**src/rtl/fp16_pkg.sv**
```systemverilog
// fp16_pkg: binary16 constants, types and helpers shared by the FP unit (fdiv16_iter, fma16).
// FDIV16_SUBNORM_EN: when defined, fp16_unpack normalizes subnormal operands instead of flushing them.
package fp16_pkg;

    localparam int BIAS  = 15;
    localparam int EXP_W = 5;
    localparam int MAN_W = 10;

    localparam logic [15:0] POS_INF = 16'h7C00;
    localparam logic [15:0] MAX_FIN = 16'h7BFF;

    typedef enum logic [1:0] {
        RM_RZ  = 2'b00,
        RM_RNE = 2'b01,
        RM_RP  = 2'b10,
        RM_RN  = 2'b11
    } roundmode_e;

    localparam logic [2:0] S_IDLE  = 3'd0;
    localparam logic [2:0] S_PREP  = 3'd1;
    localparam logic [2:0] S_DIV   = 3'd2;
    localparam logic [2:0] S_ROUND = 3'd3;
    localparam logic [2:0] S_DONE  = 3'd4;

    localparam int unsigned FLAG_NV = 4;
    localparam int unsigned FLAG_DZ = 3;
    localparam int unsigned FLAG_OF = 2;
    localparam int unsigned FLAG_UF = 1;
    localparam int unsigned FLAG_NX = 0;

    typedef struct packed {
        logic               nan;
        logic               snan;
        logic               inf;
        logic               zero;
        logic [10:0]        sig;
        logic signed [6:0]  ex;
    } fp16_unp_t;

    function automatic logic [3:0] lzc10(input logic [9:0] m);
        logic [3:0] n;
        logic       hit;
        n   = '0;
        hit = 1'b0;
        for (int unsigned i = 0; i < 10; i++) begin
            if (!hit) begin
                if (m[9 - i]) hit = 1'b1;
                else          n   = n + 4'd1;
            end
        end
        return n;
    endfunction

    // Sign is handled by the caller; ex is the biased exponent, signed so subnormals can go below 1.
    function automatic fp16_unp_t fp16_unpack(input logic [14:0] v);
        fp16_unp_t        u;
        logic [EXP_W-1:0] e;
        logic [MAN_W-1:0] m;
        e      = v[14:10];
        m      = v[9:0];
        u.nan  = (&e) & (|m);
        u.snan = u.nan & ~m[9];
        u.inf  = (&e) & ~(|m);
`ifdef FDIV16_SUBNORM_EN
        u.zero = (e == '0) && (m == '0);
        if (e == '0) begin
            u.sig = {1'b0, m} << (lzc10(m) + 4'd1);
            u.ex  = -$signed({3'b000, lzc10(m)});
        end else begin
            u.sig = {1'b1, m};
            u.ex  = $signed({2'b00, e});
        end
`else
        u.zero = (e == '0);
        u.sig  = {1'b1, m};
        u.ex   = $signed({2'b00, e});
`endif
        return u;
    endfunction

endpackage

```
**src/rtl/fp16_round.sv**
```systemverilog
// fp16_round: combinational binary16 rounding/packing with overflow saturation per roundmode.
// Caller passes exponent 0 with a hidden-bit-clear significand for subnormal results.
module fp16_round
    import fp16_pkg::*;
(
    input  logic              sign,
    input  logic [10:0]       sig,
    input  logic              guard,
    input  logic              sticky,
    input  logic signed [6:0] exponent,
    input  logic [1:0]        roundmode,
    output logic [15:0]       result,
    output logic              of,
    output logic              nx
);

    roundmode_e  rm;
    logic        inc;
    logic        inf_sel;
    logic [14:0] sum;

    always_comb begin
        rm = roundmode_e'(roundmode);
        case (rm)
            RM_RZ:   inc = 1'b0;
            RM_RNE:  inc = guard & (sticky | sig[0]);
            RM_RP:   inc = ~sign & (guard | sticky);
            default: inc = sign & (guard | sticky);
        endcase

        // Hidden bit is folded into the exponent field so a mantissa carry bumps the exponent for free.
        sum = {exponent[4:0] - {4'b0000, sig[10]}, 10'b0} + {4'b0000, sig} + 15'(inc);

        of      = (exponent > 7'sd30) | (sum[14:10] == 5'h1F);
        nx      = guard | sticky | of;
        inf_sel = (rm == RM_RNE) | ((rm == RM_RP) & ~sign) | ((rm == RM_RN) & sign);

        if (of) result = {sign, inf_sel ? POS_INF[14:0] : MAX_FIN[14:0]};
        else    result = {sign, sum};
    end

endmodule

```
**src/rtl/fdiv16_iter.sv**
```systemverilog
// fdiv16_iter: iterative radix-2 restoring binary16 divider, one quotient bit per cycle.
// FDIV16_SUBNORM_EN: enables subnormal operands and gradual-underflow results.
module fdiv16_iter
    import fp16_pkg::*;
#(
    parameter logic [15:0] CANON_NAN = 16'h7E00,
    parameter int          QBITS     = 13
) (
    input  logic        clk,
    input  logic        reset,
    input  logic        in_valid,
    output logic        in_ready,
    input  logic [15:0] x,
    input  logic [15:0] y,
    input  logic [1:0]  roundmode,
    output logic        out_valid,
    input  logic        out_ready,
    output logic [15:0] result,
    output logic [4:0]  flags
);

    logic [2:0]        state_q, state_d;
    logic [15:0]       xa_q, xa_d, ya_q, ya_d;
    logic [1:0]        rm_q, rm_d;
    logic              sign_q, sign_d;
    logic signed [6:0] exp_q, exp_d;
    logic [10:0]       dv_q, dv_d;
    logic [11:0]       rem_q, rem_d;
    logic [12:0]       quo_q, quo_d;
    logic [3:0]        cnt_q, cnt_d;
    logic [15:0]       result_q, result_d;
    logic [4:0]        flags_q, flags_d;

    fp16_unp_t         xu, yu;
    logic              s_prep;
    logic [12:0]       trial;
    logic              q_bit;

    logic [10:0]       r_sig, rd_sig;
    logic              r_g, rd_g, r_st, rd_st;
    logic signed [6:0] r_e, rd_e;
    logic              tiny;
    logic [15:0]       rnd_res;
    logic              rnd_of, rnd_nx;

    assign in_ready  = (state_q == S_IDLE);
    assign out_valid = (state_q == S_DONE);
    assign result    = result_q;
    assign flags     = flags_q;

    assign xu     = fp16_unpack(xa_q[14:0]);
    assign yu     = fp16_unpack(ya_q[14:0]);
    assign s_prep = xa_q[15] ^ ya_q[15];

    assign trial = {1'b0, rem_q} - {2'b00, dv_q};
    assign q_bit = ~trial[12];

    // Normalize the quotient: an MSB of 0 means x_sig < y_sig, so take one more bit and drop the exponent.
    always_comb begin
        r_sig = quo_q[12] ? quo_q[12:2] : quo_q[11:1];
        r_g   = quo_q[12] ? quo_q[1]    : quo_q[0];
        r_st  = (quo_q[12] & quo_q[0]) | (rem_q != '0);
        r_e   = quo_q[12] ? exp_q : exp_q - 7'sd1;
        tiny  = (r_e <= 7'sd0);
    end

`ifdef FDIV16_SUBNORM_EN
    logic signed [6:0] sh_full;
    logic [3:0]        sh;
    logic [23:0]       ext;

    // Denormalize before rounding; a shift of 12 already pushes every bit below the guard position.
    always_comb begin
        sh_full = 7'sd1 - r_e;
        sh      = (sh_full > 7'sd12) ? 4'd12 : sh_full[3:0];
        ext     = {r_sig, r_g, 12'b0} >> (tiny ? sh : 4'd0);
        rd_sig  = ext[23:13];
        rd_g    = ext[12];
        rd_st   = r_st | (|ext[11:0]);
        rd_e    = tiny ? 7'sd0 : r_e;
    end
`else
    assign rd_sig = r_sig;
    assign rd_g   = r_g;
    assign rd_st  = r_st;
    assign rd_e   = r_e;
`endif

    fp16_round u_round (
        .sign      (sign_q),
        .sig       (rd_sig),
        .guard     (rd_g),
        .sticky    (rd_st),
        .exponent  (rd_e),
        .roundmode (rm_q),
        .result    (rnd_res),
        .of        (rnd_of),
        .nx        (rnd_nx)
    );

    always_comb begin
        state_d  = state_q;
        xa_d     = xa_q;
        ya_d     = ya_q;
        rm_d     = rm_q;
        sign_d   = sign_q;
        exp_d    = exp_q;
        dv_d     = dv_q;
        rem_d    = rem_q;
        quo_d    = quo_q;
        cnt_d    = cnt_q;
        result_d = result_q;
        flags_d  = flags_q;

        case (state_q)
            S_IDLE: begin
                if (in_valid) begin
                    xa_d    = x;
                    ya_d    = y;
                    rm_d    = roundmode;
                    state_d = S_PREP;
                end
            end

            S_PREP: begin
                sign_d  = s_prep;
                exp_d   = xu.ex - yu.ex + 7'(BIAS);
                dv_d    = yu.sig;
                rem_d   = {1'b0, xu.sig};
                quo_d   = '0;
                cnt_d   = 4'(QBITS - 1);
                flags_d = '0;
                state_d = S_DONE;
                if (xu.nan | yu.nan) begin
                    result_d         = CANON_NAN;
                    flags_d[FLAG_NV] = xu.snan | yu.snan;
                end else if ((xu.zero & yu.zero) | (xu.inf & yu.inf)) begin
                    result_d         = CANON_NAN;
                    flags_d[FLAG_NV] = 1'b1;
                end else if (xu.inf) begin
                    result_d = {s_prep, POS_INF[14:0]};
                end else if (yu.zero) begin
                    result_d         = {s_prep, POS_INF[14:0]};
                    flags_d[FLAG_DZ] = 1'b1;
                end else if (xu.zero | yu.inf) begin
                    result_d = {s_prep, 15'b0};
                end else begin
                    state_d = S_DIV;
                end
            end

            S_DIV: begin
                quo_d = {quo_q[11:0], q_bit};
                rem_d = (q_bit ? trial[11:0] : rem_q) << 1;
                cnt_d = cnt_q - 4'd1;
                if (cnt_q == '0) state_d = S_ROUND;
            end

            S_ROUND: begin
                flags_d = '0;
`ifdef FDIV16_SUBNORM_EN
                result_d         = rnd_res;
                flags_d[FLAG_OF] = rnd_of;
                flags_d[FLAG_UF] = tiny & rnd_nx;
                flags_d[FLAG_NX] = rnd_nx;
`else
                if (tiny) begin
                    result_d         = {sign_q, 15'b0};
                    flags_d[FLAG_UF] = 1'b1;
                    flags_d[FLAG_NX] = 1'b1;
                end else begin
                    result_d         = rnd_res;
                    flags_d[FLAG_OF] = rnd_of;
                    flags_d[FLAG_NX] = rnd_nx;
                end
`endif
                state_d = S_DONE;
            end

            S_DONE: begin
                if (out_ready) state_d = S_IDLE;
            end

            default: state_d = S_IDLE;
        endcase
    end

    always_ff @(posedge clk) begin
        if (reset) begin
            state_q  <= S_IDLE;
            xa_q     <= '0;
            ya_q     <= '0;
            rm_q     <= '0;
            sign_q   <= 1'b0;
            exp_q    <= '0;
            dv_q     <= '0;
            rem_q    <= '0;
            quo_q    <= '0;
            cnt_q    <= '0;
            result_q <= '0;
            flags_q  <= '0;
        end else begin
            state_q  <= state_d;
            xa_q     <= xa_d;
            ya_q     <= ya_d;
            rm_q     <= rm_d;
            sign_q   <= sign_d;
            exp_q    <= exp_d;
            dv_q     <= dv_d;
            rem_q    <= rem_d;
            quo_q    <= quo_d;
            cnt_q    <= cnt_d;
            result_q <= result_d;
            flags_q  <= flags_d;
        end
    end

endmodule

```
**config.mk**
```make
export PLATFORM = sky130hd
export DESIGN_NAME = fdiv16_iter
export DESIGN_NICKNAME = d
export VERILOG_FILES = /design/src/rtl/fp16_pkg.sv /design/src/rtl/fp16_round.sv /design/src/rtl/fdiv16_iter.sv
export SDC_FILE = /design/constraint.sdc
export NUM_CORES = 1
export LEC_CHECK = 0
export CAP_MARGIN = 20
export CORE_UTILIZATION = 50
export DETAILED_ROUTE_END_ITERATION = 16
export GPL_TIMING_DRIVEN = 0
export PLACE_DENSITY = 0.72
export SLEW_MARGIN = 20
export SYNTH_ARGS = -nofsm -noshare
export SYNTH_HDL_FRONTEND = slang
export SYNTH_SLANG_ARGS = --single-unit
```
**constraint.sdc**
```tcl
create_clock -name clk -period 6.4 [get_ports clk]
set_input_delay 1.92 -clock clk [delete_from_list [all_inputs] [get_ports clk]]
set_output_delay 1.92 -clock clk [all_outputs]
set_load 0.02 [all_outputs]
```
# Word-level counts from Yosys, hierarchy flattened
# Index checks and enable logic that the tools add are counted.
[totals]
wordCells = 117
in_bits = 38
regBits = 106
[classes]
n_eq_ne = 12
magnitude_cmp = 2
bitwise = 32
add_sub_neg = 8
n_reduce_logical = 15
muxes = 36
[op_table]
columns = ["operator", "count"]
rows = [
  ["16-bit two-way mux", 5],
  ["11-bit two-way mux", 3],
  ["16-bit case mux with 2 select lines", 1],
  ["15-bit two-way mux", 2],
  ["13-bit case mux with 2 select lines", 1],
  ["3-bit two-way mux", 8],
  ["12-bit case mux with 2 select lines", 1],
  ["10-bit OR reduction", 2],
  ["15-bit by 1-bit adder with 15-bit output", 1],
  ["15-bit by 11-bit adder with 15-bit output", 1],
  ["3-bit case mux with 5 select lines", 1],
  ["1-bit AND", 14],
  ["12-bit by 11-bit subtractor with 13-bit output", 1],
  ["12-bit nonzero test", 1],
  ["1-bit bitwise OR", 11],
  ["5-bit zero test", 2],
  ["1-bit two-way mux", 10],
  ["5-bit case mux with 2 select lines", 1],
  ["5-bit AND reduction", 2],
  ["4-bit case mux with 2 select lines", 1],
  ["6-bit by 5-bit adder with 7-bit output, second input constant", 1],
  ["7-bit by 6-bit greater-than comparator with 1-bit output, second input constant", 1],
  ["7-bit by 1-bit less-or-equal comparator with 1-bit output, second input constant", 1],
  ["7-bit two-way mux", 1],
  ["other kinds (22)", 32],
]

# Logic depth before layout (Yosys ltp)
# Gate-level depths: netlist of the first run.
[logic_depth]
word_depth = 11
depth_mapped = 20
mapped_depth_nobuf = 17

# By module
# A second synthesis of the first run with hierarchy kept.
[hier_totals]
hier_cells = 754
area_unflattened_um2 = 5999.5
[modules_own_cells]
columns = ["mod", "instances", "seq_area_each_um2", "area_each_um2", "cells_per_inst"]
rows = [
  ["fdiv16_iter", 1, 2122.0, 5276.3, 657],
  ["fp16_round", 1, 0.0, 723.2, 97],
]

# Worst setup path before layout of the first run
# No wires, ideal clock.
[synth_timing]
kind = "register to register"
from = "register quo_q[12]"
to = "register result_q[9] (netlist: result[9])"
n_path_buf = 3
synth_period_minus_slack_ns = 3.645
required_ns = 6.312
path_slack_ns = 2.755
t_arrival_ns = 3.557
setup_time_ns = 0.088
stages_incl_launch_ff = 20
path_cell_list = "dfxtp_1 buf_4 buf_6 buf_2 mux2_2 nor2_1 nor3b_1 a21oi_1 o21ai_0 ha_1 ha_1 nand3_1 nor4_4 a41o_2 mux2i_1 a31oi_1 xnor2_1 o21a_2 nand4_1 a311oi_2"
[synth_between]
elab_chain_cells = 11
[synth_rtl]
columns = ["item", "line_no", "rtl"]
rows = [
  ["from (decl)", "fdiv16_iter.sv:29", "logic [12:0] quo_q, quo_d;"],
  ["from (signal assigned)", "fdiv16_iter.sv:211", "quo_q <= quo_d;"],
  ["branches (longest 9 deep; another with 15-bit by 11-bit adder with 15-bit output)", "n/a", ""],
  ["15-bit two-way mux *", "fdiv16_iter.sv:167", "if (tiny) begin"],
  ["16-bit case mux with 2 select lines *", "fdiv16_iter.sv:115", "case (state_q)"],
  ["to (signal assigned)", "fdiv16_iter.sv:213", "result_q <= result_d;"],
  ["to (decl)", "fdiv16_iter.sv:31", "logic [15:0] result_q, result_d;"],
]
# Mark *: on every way between the ends.
# A chain may end at the register's enable or synchronous reset.

# Final worst setup path of the first run
# Same ends and word-level chain as after synthesis.

==> results of run 1 <==
-- worst paths after layout --
| kind | start | to | slack (ps) |
|---|---|---|---|
| worst max register to register | quo_q[12] | result[9] | 1850 |
| worst min register to register | result[6] | result[6] | 460 |
| worst min-delay path | result[6] | result[6] | 460 |
| worst max-delay path | quo_q[12] | result[9] | 1850 |
-- critical path: stages (launching register included) --
cell and delay (ps):
dfxtp_1 310, buf_4 170, buf_6 160, buf_2 260
buf_1 470, clkbuf_1 450, nand2_1 110, nand2_1 90
ha_1 230, nand3_1 180, nor4_4 320, a41o_2 300
mux2i_1 180, a31oi_1 70, xnor2_1 390, o21a_2 310
nand4_1 150, a311oi_2 300
-- cell type report --
cell class / count / area (sq um)
Fill cell: 1086 / 4510
Multi-Input combinational cell: 564 / 3410
Sequential cell: 106 / 2120
Timing Repair Buffer: 60 / 601
Clock buffer: 12 / 246
Buffer: 43 / 181
Tap cell: 143 / 179
Inverter: 32 / 120
Clock inverter: 4 / 48.8
-- layer usage --
layer | vias to the layer above | routed length [microns] | track usage, %
met3 | 30 | 681 | 3.82
met5 | - | 0 | 0
met4 | 0 | 373 | 11.7
li1 | 2759 | - | -
met2 | 178 | 7680 | 46.3
met1 | 2611 | 7040 | 34.0
-- power by group --
part           switching (mW)  internal (mW)
clock network           0.252          0.315
registers              0.0528          0.718
logic                   0.487          0.319
total                   0.792           1.35
-- state kept, by name, indices dropped and copies added, names as in the netlist --
name,count
cnt_q,4
dv_q,11
exp_q,7
flags,5
quo_q,13
rem_q,12
result,16
rm_q,2
sign_q,1
state_q,3
xa_q,16
ya_q,16
-- per-stage QoR --
stage	util [%]	hold slack (ps)	cell area, sq um	std cells
6_report	60.5	456	6910	964
5_1_grt	60.5	479	6910	964
4_1_cts	60.5	452	6910	964
3_5_place_dp	57.9	442	6620	948
3_3_place_gp	57.9	433	6620	948
2_1_floorplan	-	436	5840	745
-- kinds of logic after synthesis --
kind of cell,after synthesis
AO/OA/AOI/OAI,194
XOR/XNOR,27
adder cells (fa/ha/maj),25
buffers and inverters,75
flip-flops,106
multiplexers,24
AND/OR/NAND/NOR,294
-- synth_stat cells (all sizes together), types with 4 or more instances --
master / count
o211ai: 6
a22oi: 25
a21oi: 78
a31oi: 5
mux2i: 19
dfxtp: 106
buf: 10
nand2b: 8
a211oi: 11
nand3b: 4
nand4: 5
o22ai: 9
nor2b: 7
nand3: 19
a21boi: 4
clkbuf: 33
o21ai: 23
nor4: 12
inv: 32
nor3: 7
xor2: 10
a21o: 6
xnor2: 17
o221a: 4
mux2: 5
nor2: 71
nand2: 140
ha: 23
==> results.yml, run 1 <==
grt:
  grt_max_degree: 17
  antenna_found_initial: 0
  grt_usage_pct: 27.1
  grt_pass1_vias: 5019
  grt_pass1_wl_microns: 24900
  grt_overflow_total: 0
clock_network:
  cts_resized: 0
  root_buffer: "clkbuf_16"
  cts_sinks: 106
  hold_buffers: 0
  cts_max_level: 3
  path_clk_slew_ps: 70
  clkLatencyLatePin_ps: 350
  cts_tree: "built"
  postCtsSetupBuffers: 0
  clk_path_buf_depth: 2
  cts_buffers: 9
placed_design:
  place.gp.congestion: 0.860
  dp_hpwl_microns: 12000
  pre_cts_slack_ps: 1930
  io_buffer_count: 60
worst_hold_path:
  min_path_type: "reg2reg"
  whs_path_depth: 2
outcome:
  outcome: "finished, final reports clean"
logic_synthesis:
  synth_adder_area_share_pct: 5.62
  synthMuxAreaShare_pct: 4.29
  yosysUniqueCellTypes: 70
  seq_area_frac_synth_pct: 36.4
  synth_top_family_by_area: "simple AND/OR/NAND/NOR gates"
  synthesis.nets: 808
  synth-compound-area-share_pct: 21.6
  synth_top_area_share_pct: 36.4
  avgSynthCellArea_sq_um: 7.83
  synth-simple-area-share_pct: 22.9
  synth_xor_area_share_pct: 4.05
  synth-seq-cells: 106
  synth_area_leaders: "dfxtp_1 36%, nand2_1 9.0%, a21oi_1 6.7%, ha_1 4.9%, nor2_1 4.6%"
  ys.flop_type: "dfxtp_1"
  synth_edf_count: 0
  synth_top_cell_by_area: "dfxtp_1"
  syn-instance-count: 745
  syn-cell-area_sq_mm: 0.00584
  yosys_warnings: 0
  synthArstFlopShare_pct: 0
detailed_routing:
  first_pass_iters: 5
  antenna_left: 0
  drc_errors: 0
  wl_per_cell_microns: 16.4
  wl_microns: 15800
  drt-initial-drc-count: 355
  vias: 5578
  viasPerCell: 5.79
timing:
  worst_slack_ps: 1850
  tns_ps: 0
  slew_violations: 0
  timing.fmax_ghz: 0.220
  rsz0062_at_grt: "false"
  worst_pin_slew_ps: 799
  final_hold_viol_count: 0
  period_minus_slack_ps: 4550
  maxSlewHeadroom_pct: 46.3
  setup_viol: 0
  fin_crit_sh_pct: 71.1
  fin_worst_skew_ps: 11.7
worst_setup_path:
  cp.required_ps: 6670
  reg2regPathDepth: 17
  cp-end-kind: "flop"
  path_class: "reg2reg"
  critPathArrivalTime_ps: 4820
  cp-start-kind: "flop"
  crit_fanout: 10
cells_and_area:
  area_growth_pct: 18.4
  layout_commonest_cell: "nand2_1"
  fin_nets: 879
  num_antenna_cells: 0
  layout_common_cells: "140 x nand2_1, 106 x dfxtp_1, 78 x a21oi_1, 71 x nor2_1, 60 x clkdlybuf4s50_1"
  drive_gt1_share_pct: 5.72
die:
  num_rows: 39
  core-area_sq_mm: 0.0114
  pin_count: 61
  die_y_microns: 110
  initial_core_util_pct: 51.1
  dieArea_sq_mm: 0.0121
  die_w_microns: 110
power:
  powerDensity_mw_per_mm2: 310
  max-vdd-ir-drop_uv: 157
  fin_total_pwr_mw: 2.14
  power.leakage_nw: 2.57
flow_run:
  cap_violations: 0
Power figures use the tool's default switching activity.
==> run 2: changes to the inputs <==
Clock period 6.4 ns to 4.62 ns, I/O delays scaled along.
==> results.yml, run 2 (same netlist as run 1, synthesis figures left out) <==
cells_and_area:
  layout_common_cells: "140 x nand2_1, 106 x dfxtp_1, 78 x a21oi_1, 71 x nor2_1, 60 x clkdlybuf4s50_1"
  drive_gt1_share_pct: 6.09
  num_antenna_cells: 0
  layout_commonest_cell: "nand2_1"
  fin_util_pct: 60.6
  area_growth_pct: 18.6
  fin_nets: 879
  num-fill-cells: 1089
die:
  die_w_microns: 110
  dieArea_sq_mm: 0.0121
  pin_count: 61
  num_rows: 39
  initial_core_util_pct: 51.1
  die_y_microns: 110
  core-area_sq_mm: 0.0114
worst_setup_path:
  cp.required_ps: 4890
  crit_family: "compound AO/OA/AOI/OAI gates"
  critPathMostFrequentCell: "nand4_1"
  cpMaxStageDelayCell: "nor4_4"
  critPathArrivalTime_ps: 4630
  critical_path.startpoint: "quo_q[12]"
  max_stage_delay_ps: 320
  cp-end-kind: "flop"
  rr_startpoint: "quo_q[12]"
  crit_fanout: 10
  path_cells: "buf_4 > buf_6 > buf_2 > nand2_1 > nand4_1 > nor2_1 > nor3b_1 > a21oi_1 > o21ai_0 > ha_2 > ha_1 > nand3_1 > nor4_4 > a41o_2 > mux2i_1 > a31oi_1 > xnor2_2 > o21a_2 > nand4_1 > a311oi_2"
  worst-path-buf-inv: 3
  path_class: "reg2reg"
  cp-start-kind: "flop"
clock_network:
  path_clk_slew_ps: 80
  clk_path_buf_depth: 2
  clkLatencyLatePin_ps: 350
  root_buffer: "clkbuf_16"
  cts_tree: "built"
  hold_buffers: 0
  cts_max_level: 3
  cts_sinks: 106
  cts_buffers: 9
timing:
  worst_slack_ps: 254
  fin_crit_sh_pct: 94.5
  timing.fmax_ghz: 0.229
  setup_viol: 0
  worst_pin_slew_ps: 804
  fin_worst_skew_ps: 13.1
  slew_violations: 0
  final_hold_viol_count: 0
  maxSlewHeadroom_pct: 45.9
  tns_ps: 0
  period_minus_slack_ps: 4370
  rsz0062_at_grt: "false"
  hold_ws_ps: 455
power:
  fin_total_pwr_mw: 2.97
  power.leakage_nw: 2.58
  max-vdd-ir-drop_uv: 217
  powerDensity_mw_per_mm2: 430
detailed_routing:
  first_pass_iters: 5
  wl_per_cell_microns: 16.4
  viasPerCell: 5.77
  drc_errors: 0
  wl_microns: 15800
  antenna_left: 0
  vias: 5560
  drt-initial-drc-count: 364
worst_hold_path:
  hp-start: "result[6]"
  min_path_type: "reg2reg"
grt:
  grt_overflow_total: 0
  grt_max_degree: 17
  grt_pass1_vias: 5019
  antenna_found_initial: 0
  grt_pass1_wl_microns: 24900
  grt_usage_pct: 27.1
placed_design:
  dp_hpwl_microns: 12000
  io_buffer_count: 60
  pre_cts_slack_ps: 148
  place.gp.congestion: 0.860
outcome:
  outcome: "finished, final reports clean"
flow_run:
  cap_violations: 0
==> run 2: cell types whose count changed in the layout (fill, tap and decap cells not counted), sizes merged <==
cell and delta:
clkbuf +1, buf -1
==> run 2: timing repair <==
action / 4_1_cts / 5_1_grt
resized for setup: 0 / 3
setup endpoints to repair: 0 / 5
setup buffers: 0 / 0
==> run 2: cell type report <==
type                            count  area [sq um]  area share, %
Multi-Input combinational cell    564          3420           49.4
Buffer                             43           183           2.64
Tap cell                          143           179           2.58
Timing Repair Buffer               60           601           8.68
Inverter                           32           120           1.74
Sequential cell                   106          2120           30.7
Clock inverter                      4          48.8          0.705
Clock buffer                       12           246           3.56
==> run 2: worst reg2reg max path, stage by stage, from the launching register on <==
cell,delay [ps]
dfxtp_1,310
buf_4,170
buf_6,160
buf_2,270
nand2_1,90
nand4_1,140
nor2_1,70
nor3b_1,180
a21oi_1,50
o21ai_0,220
ha_2,290
ha_1,250
nand3_1,180
nor4_4,320
a41o_2,300
mux2i_1,190
a31oi_1,80
xnor2_2,270
o21a_2,280
nand4_1,150
a311oi_2,300
==> run 2: final timing paths <==
| path | endpoint | slack [ps] | depth (start not counted) |
|---|---|---|---|
| max reg2reg | result[9] | 250 | 20 |
| max | result[9] | 250 | 20 |
| min reg2reg | result[6] | 450 | 2 |
| min | result[6] | 450 | 2 |
==> run 2: power breakdown <==
| group | internal (mW) | total (mW) | switching, mW |
|---|---|---|---|
| Clock | 0.436 | 0.784 | 0.348 |
| Combinational | 0.446 | 1.12 | 0.677 |
| Sequential | 0.994 | 1.07 | 0.0729 |
==> run 2: metrics by stage <==
stage / cells / instance area, sq um
after floorplan: 745 / 5840
after global placement: 948 / 6620
after detailed placement: 948 / 6620
after CTS: 964 / 6910
after global routing: 964 / 6920
final: 964 / 6920
==> run 2: metal layers <==
layer	global-route usage [%]	up-vias	wire length, microns
li1	-	2757	-
met1	34.0	2598	7010
met2	46.3	176	7720
met3	3.82	29	725
met4	11.7	0	333
met5	0	-	0
